[src/rtl/hilo_pkg.sv]
// hilo_pkg: shared opcodes, FSM encoding and iteration count for the HI/LO multiply-divide unit.
package hilo_pkg;
  localparam int ITER_CNT = 32;
  localparam logic [2:0] OP_MULT  = 3'b001;
  localparam logic [2:0] OP_MULTU = 3'b010;
  localparam logic [2:0] OP_DIV   = 3'b011;
  localparam logic [2:0] OP_DIVU  = 3'b100;
  localparam logic [2:0] OP_MTHI  = 3'b101;
  localparam logic [2:0] OP_MTLO  = 3'b110;
  typedef enum logic [1:0] {IDLE, MUL, DIV, FIX} state_t;
  function automatic logic [31:0] mag(input logic [31:0] x, input logic s);
    return (s && x[31]) ? -x : x;
  endfunction
endpackage

[src/rtl/div_step.sv]
// div_step: one restoring shift-subtract division step.
module div_step (
  input  logic [31:0] rem,
  input  logic [31:0] quo,
  input  logic [31:0] d,
  output logic [31:0] rem_n,
  output logic [31:0] quo_n
);
  logic [32:0] sh;
  logic ge;
  assign sh = {rem, quo[31]};
  assign ge = sh >= {1'b0, d};
  assign rem_n = ge ? 32'(sh - {1'b0, d}) : sh[31:0];
  assign quo_n = {quo[30:0], ge};
endmodule

[src/rtl/hilo_muldiv.sv]
// hilo_muldiv: iterative 32-cycle multiply/divide unit owning the architectural HI/LO registers.
module hilo_muldiv
  import hilo_pkg::*;
(
  input  logic        clk,
  input  logic        rst_n,
  input  logic        start,
  input  logic [2:0]  op,
  input  logic [31:0] a,
  input  logic [31:0] b,
  input  logic        flush,
  output logic        busy,
  output logic        stall_req,
  output logic        done,
  output logic [31:0] hi,
  output logic [31:0] lo
);
  state_t state;
  logic [4:0] cnt;
  logic [31:0] acc_hi, acc_lo, opb, dv_hi, dv_lo;
  logic neg_q, neg_r, dz, is_div, is_mul, is_md, sgn, last;
  logic [32:0] sum;
  logic [63:0] prod;
  assign is_mul = op == OP_MULT || op == OP_MULTU;
  assign is_md = is_mul || op == OP_DIV || op == OP_DIVU;
  assign sgn = op == OP_MULT || op == OP_DIV;
  assign last = cnt == 5'(ITER_CNT - 1);
  assign sum = {1'b0, acc_hi} + (acc_lo[0] ? {1'b0, opb} : 33'd0);
  assign prod = neg_q ? -{acc_hi, acc_lo} : {acc_hi, acc_lo};
  assign busy = state != IDLE;
  assign stall_req = busy || (start && is_md && state == IDLE);
  div_step u_div_step (.rem(acc_hi), .quo(acc_lo), .d(opb), .rem_n(dv_hi), .quo_n(dv_lo));
  always_ff @(posedge clk or negedge rst_n) begin
    if (!rst_n) begin
      state <= IDLE;
      cnt <= '0;
      acc_hi <= '0;
      acc_lo <= '0;
      opb <= '0;
      neg_q <= 1'b0;
      neg_r <= 1'b0;
      dz <= 1'b0;
      is_div <= 1'b0;
      done <= 1'b0;
      hi <= '0;
      lo <= '0;
    end else if (flush) begin
      state <= IDLE;
      cnt <= '0;
      done <= 1'b0;
    end else begin
      done <= 1'b0;
      case (state)
        IDLE: if (start) begin
          if (is_md) begin
            state <= is_mul ? MUL : DIV;
            cnt <= '0;
            acc_hi <= '0;
            acc_lo <= mag(a, sgn);
            opb <= mag(b, sgn);
            neg_q <= sgn && (a[31] ^ b[31]);
            neg_r <= sgn && a[31];
            dz <= b == '0;
            is_div <= !is_mul;
          end
          if (op == OP_MTHI) hi <= a;
          if (op == OP_MTLO) lo <= a;
        end
        MUL: begin
          acc_hi <= sum[32:1];
          acc_lo <= {sum[0], acc_lo[31:1]};
          cnt <= cnt + 5'd1;
          if (last) state <= FIX;
        end
        DIV: begin
          acc_hi <= dv_hi;
          acc_lo <= dv_lo;
          cnt <= cnt + 5'd1;
          if (last) state <= FIX;
        end
        FIX: begin
          state <= IDLE;
          done <= 1'b1;
          hi <= is_div ? (neg_r ? -acc_hi : acc_hi) : prod[63:32];
          lo <= is_div ? (dz ? '1 : (neg_q ? -acc_lo : acc_lo)) : prod[31:0];
        end
        default: state <= IDLE;
      endcase
    end
  end
endmodule

[config.mk]
export PLATFORM = sky130hd
export DESIGN_NAME = hilo_muldiv
export DESIGN_NICKNAME = d
export VERILOG_FILES = /design/src/rtl/hilo_pkg.sv /design/src/rtl/div_step.sv /design/src/rtl/hilo_muldiv.sv
export SDC_FILE = /design/constraint.sdc
export NUM_CORES = 1
export LEC_CHECK = 0
export BUFFER_PORTS_ARGS = -buffer_cell sky130_fd_sc_hd__buf_2
export CAP_MARGIN = 20
export CORE_MARGIN = 4
export CORE_UTILIZATION = 40
export DETAILED_ROUTE_END_ITERATION = 10
export SYNTH_ARGS = -nofsm -noshare
export SYNTH_HDL_FRONTEND = slang
export SYNTH_HIERARCHICAL = 1
export SYNTH_SLANG_ARGS = --single-unit
[constraint.sdc]
create_clock -name clk -period 4.78 [get_ports clk]
set_input_delay 0.239 -clock clk [delete_from_list [all_inputs] [get_ports clk]]
set_output_delay 0.239 -clock clk [all_outputs]
set_load 0.02 [all_outputs]
==> summary.txt <==
Drt
  – Pre-antenna DRT Iters: 5
  – Remaining antenna violation count: 0
  – DR WL/cell: 19.67 um
  – Initial DRC count: 1100
  – Via-to-Cell Ratio: 5.874
  – DR vias: 14560
  – # DRC: 0
  – WL final: 48770 um

Yosys
  – Post-synthesis sequential area ratio: 28.32%
  – Yosys synthesis warning count: 6
  – Mux contribution to synthesized area: 3.095%
  – Async SR Flop Fraction: 100.0%
  – Flops & latches, synth: 172
  – Compound-Gate Fraction of Synth Area: 25.69%
  – Post-Syn Nets: 2079
  – Adder-cell share of the synthesized area: 6.519%
  – Yosys top cell area share: 28.32%
  – Synth cell types: 81
  – Synth Flop Type: dfrtp_1
  – Synthesized area per cell: 7.876 sq um
  – Simple-gate portion of the synthesized area: 20.19%
  – Post-synth EDFFs: 0
  – Post-Syn Area: 15200 sq um
  – Synth Area in XOR/XNOR: 9.853%
  – Largest family of logic cells by synthesized area: compound AO/OA/AOI/OAI gates
  – Synthesized instance count: 1930
  – Largest cells by area after synthesis: dfrtp_1 28%, o21ai_0 7.5%, ha_1 6.3%
  – Largest area contributor in the netlist: dfrtp_1

Clock network
  – CTS tree: done
  – Clk sink count: 172
  – CTS clk-pin slew, worst paths: 0.07 ns
  – Root Driver: clkbuf_16
  – Clock Tree Buf Depth: 2
  – H-tree levels: 4
  – CTS Buf Count: 17
  – Clock Latency Late Sink: 0.45 ns

Hold path
  – Min-delay src: b[17]
  – Hold crit path type: in2reg

Global route
  – Gr usage total: 23.04%
  – Global route overflow: 0
  – First-pass GRT wire length: 76560 um
  – Largest net degree at the start of global routing: 86
  – Via count of the first global-routing pass: 13740
  – Antenna violations before repair: 0

Pwr
  – Pwr dens: 654.9 nW/um^2
  – Static Leak: 7.295 nW
  – Peak VDD IR: 0.0002758 V

STA
  – Fin crit share: 84.10%
  – FMAX: 0.2488 GHz
  – Final WS setup: 0.7602 ns
  – Final hold vios: 0
  – Final clock skew: 0.01567 ns
  – Slew Limit Fails: 0
  – TNS Setup: 0 ns
  – Max-slew headroom: 35.81%
  – Unrepaired setup endpoints after global routing: false
  – Final setup viols: 0
  – Worst-Margin Slew: 0.9564 ns
  – Period minus WS final: 4.020 ns

Floorplanning
  – Top Ports: 138
  – Die width: 202.9 um
  – Core Footprint: 37580 sq um
  – Initial Util: 40.45%
  – Die Height: 202.9 um
  – Row cnt: 71
  – Die area: 41180 sq um

Setup path
  – Crit path kind: reg2reg
  – CP Cell Sequence: ha_1, nand4_1, nor3_1, o211ai_1, nor4b_4, o21ai_2, a31oi_4, o21a_4, inv_2, mux2_4, and3_1, a21oi_1, o311a_1, nand2_1
  – CP Launch Type: register
  – Critical path fanouts, max: 29
  – Reg-to-reg startpoint: acc_hi[10]$_DFFE_PN0P_
  – CP arrival: 4.35 ns
  – Critical path's largest stage delay: 0.60 ns
  – Worst Path Buf+Inv: 1
  – Crit path from: acc_hi[10]$_DFFE_PN0P_
  – Highest-delay cell along the critical path: inv_2
  – Delay-heaviest family, CP: compound AO/OA/AOI/OAI gates
  – Worst Setup End Kind: register
  – Critical Path RT: 5.11 ns

Layout
  – Area Overhead vs Synth: 8.873%
  – FILL cells: 3872
  – Layout cells sized above 1: 12.30%
  – Sequential cell area: 4304 sq um
  – Layout Nets: 2106
  – Multi-input gate area: 9957 sq um

Place
  – Post-Place Worst Slack: 0.7974 ns
  – HPWL after DPL: 36980 um
  – GP Congestion: 0.9789
  – I/O Buffers: 137

Status
  – Status: finished clean

Flow run
  – Max cap viols: 0
-- placed cells by master, fill, tap and decap left out, types with 40 or more instances in the layout --
| cell | netlist | routed |
|---|---|---|
| o21ai_0 | 228 | 228 |
| nand2_1 | 223 | 223 |
| dfrtp_1 | 172 | 172 |
| buf_2 | 4 | 136 |
| a21oi_1 | 127 | 127 |
| nor2_1 | 110 | 110 |
| xnor2_1 | 106 | 106 |
| ha_1 | 76 | 74 |
| xor2_1 | 65 | 65 |
| inv_1 | 64 | 64 |
| and2_1 | 42 | 42 |
| o22ai_1 | 40 | 40 |
-- metrics by stage --
stage	area, sq um	utilization (%)	hold WS [ns]	total power (W)	instances
finish	16550	44.04	0.09660	0.01084	2479
global route	16550	44.03	0.1248	0.01164	2478
CTS	16550	44.03	0.08245	0.01079	2478
detailed placement	16000	42.58	0.3727	0.009400	2448
global placement	16000	42.58	0.3672	0.009317	2448
floorplan	15200	-	-0.05659	0.007716	1930
-- worst register-to-register path: cells and delay by family, from the launching register on --
family                     cells  cell delay [ns]
buffers and inverters          1             0.60
AOI/OAI and AO/OA              6             1.04
muxes                          1             0.37
adders and majority gates      1             0.46
and+or+nand+nor                5             0.95
DFF                            1             0.49
-- final cells by class --
type / instances / share of cell area (%)
multi-input combinational: 1541 / 60.16
sequential: 172 / 26.01
timing repair buffer: 160 / 5.239
tap: 511 / 3.863
clock buffer: 20 / 2.699
inverter: 65 / 1.474
clock inverter: 9 / 0.5368
antenna: 1 / 0.01512
-- report_power, final --
part           internal (W)  leakage [nW]  switching (W)  total, W
clock network      0.000726         0.255       0.000633   0.00136
registers           0.00205          2.18       0.000791   0.00284
logic               0.00260          4.86        0.00404   0.00664
total               0.00538          7.29        0.00546    0.0108
-- timing repair --
action / CTS / global route
resized for setup: 0 / 0
buffers inserted: 0 / 0
hold buffers: 1 / 0
endpoints found under the setup margin: 0 / 0
hold endpoints to repair: 83 / 0
-- layer usage --
metal | share of wire [%] | vias to the layer above | GRT usage (%)
met5 | 0 | - | 0
met2 | 45 | 553 | 37.23
met3 | 6.7 | 81 | 3.546
met1 | 45 | 6917 | 31.85
met4 | 2.7 | 0 | 7.299
li1 | - | 7011 | -
-- Yosys cell counts (38+ instances only) --
library cell,number
and2_1,42
o22ai_1,40
clkbuf_1,107
inv_1,64
nand2_1,223
a21oi_1,127
dfrtp_1,172
ha_1,76
nor3_1,39
xor2_1,65
nor2_1,110
xnor2_1,106
o21ai_0,228
a22oi_1,38
-- kinds of logic after synthesis --
kind of cell               Yosys count
xor gates and xnor gates           171
DFF                                172
buffers and inverters              217
adders and majority gates           78
AOI/OAI and AO/OA                  632
muxes                               40
and+or+nand+nor                    620
-- sequential cells by signal (all words and copies together), names as in the netlist, 2 cells and up --
register,flops
cnt,5
acc_lo,32
acc_hi,32
opb,32
state,2
hi,32
lo,32
-- final timing paths --
path                                                to  slack [ns]  cells past startpoint
max in group asynchronous          opb[26]$_DFFE_PN0P_        3.16                      3
worst max-delay path            acc_hi[25]$_DFFE_PN0P_        0.76                     14
worst max register to register  acc_hi[25]$_DFFE_PN0P_        0.76                     14
min in group asynchronous            lo[9]$_DFFE_PN0P_        0.41                      2
worst min register to register      lo[23]$_DFFE_PN0P_        0.47                      1
worst min-delay path               opb[17]$_DFFE_PN0P_         0.1                      3
No activity file was read; power rests on OpenSTA's default activity.
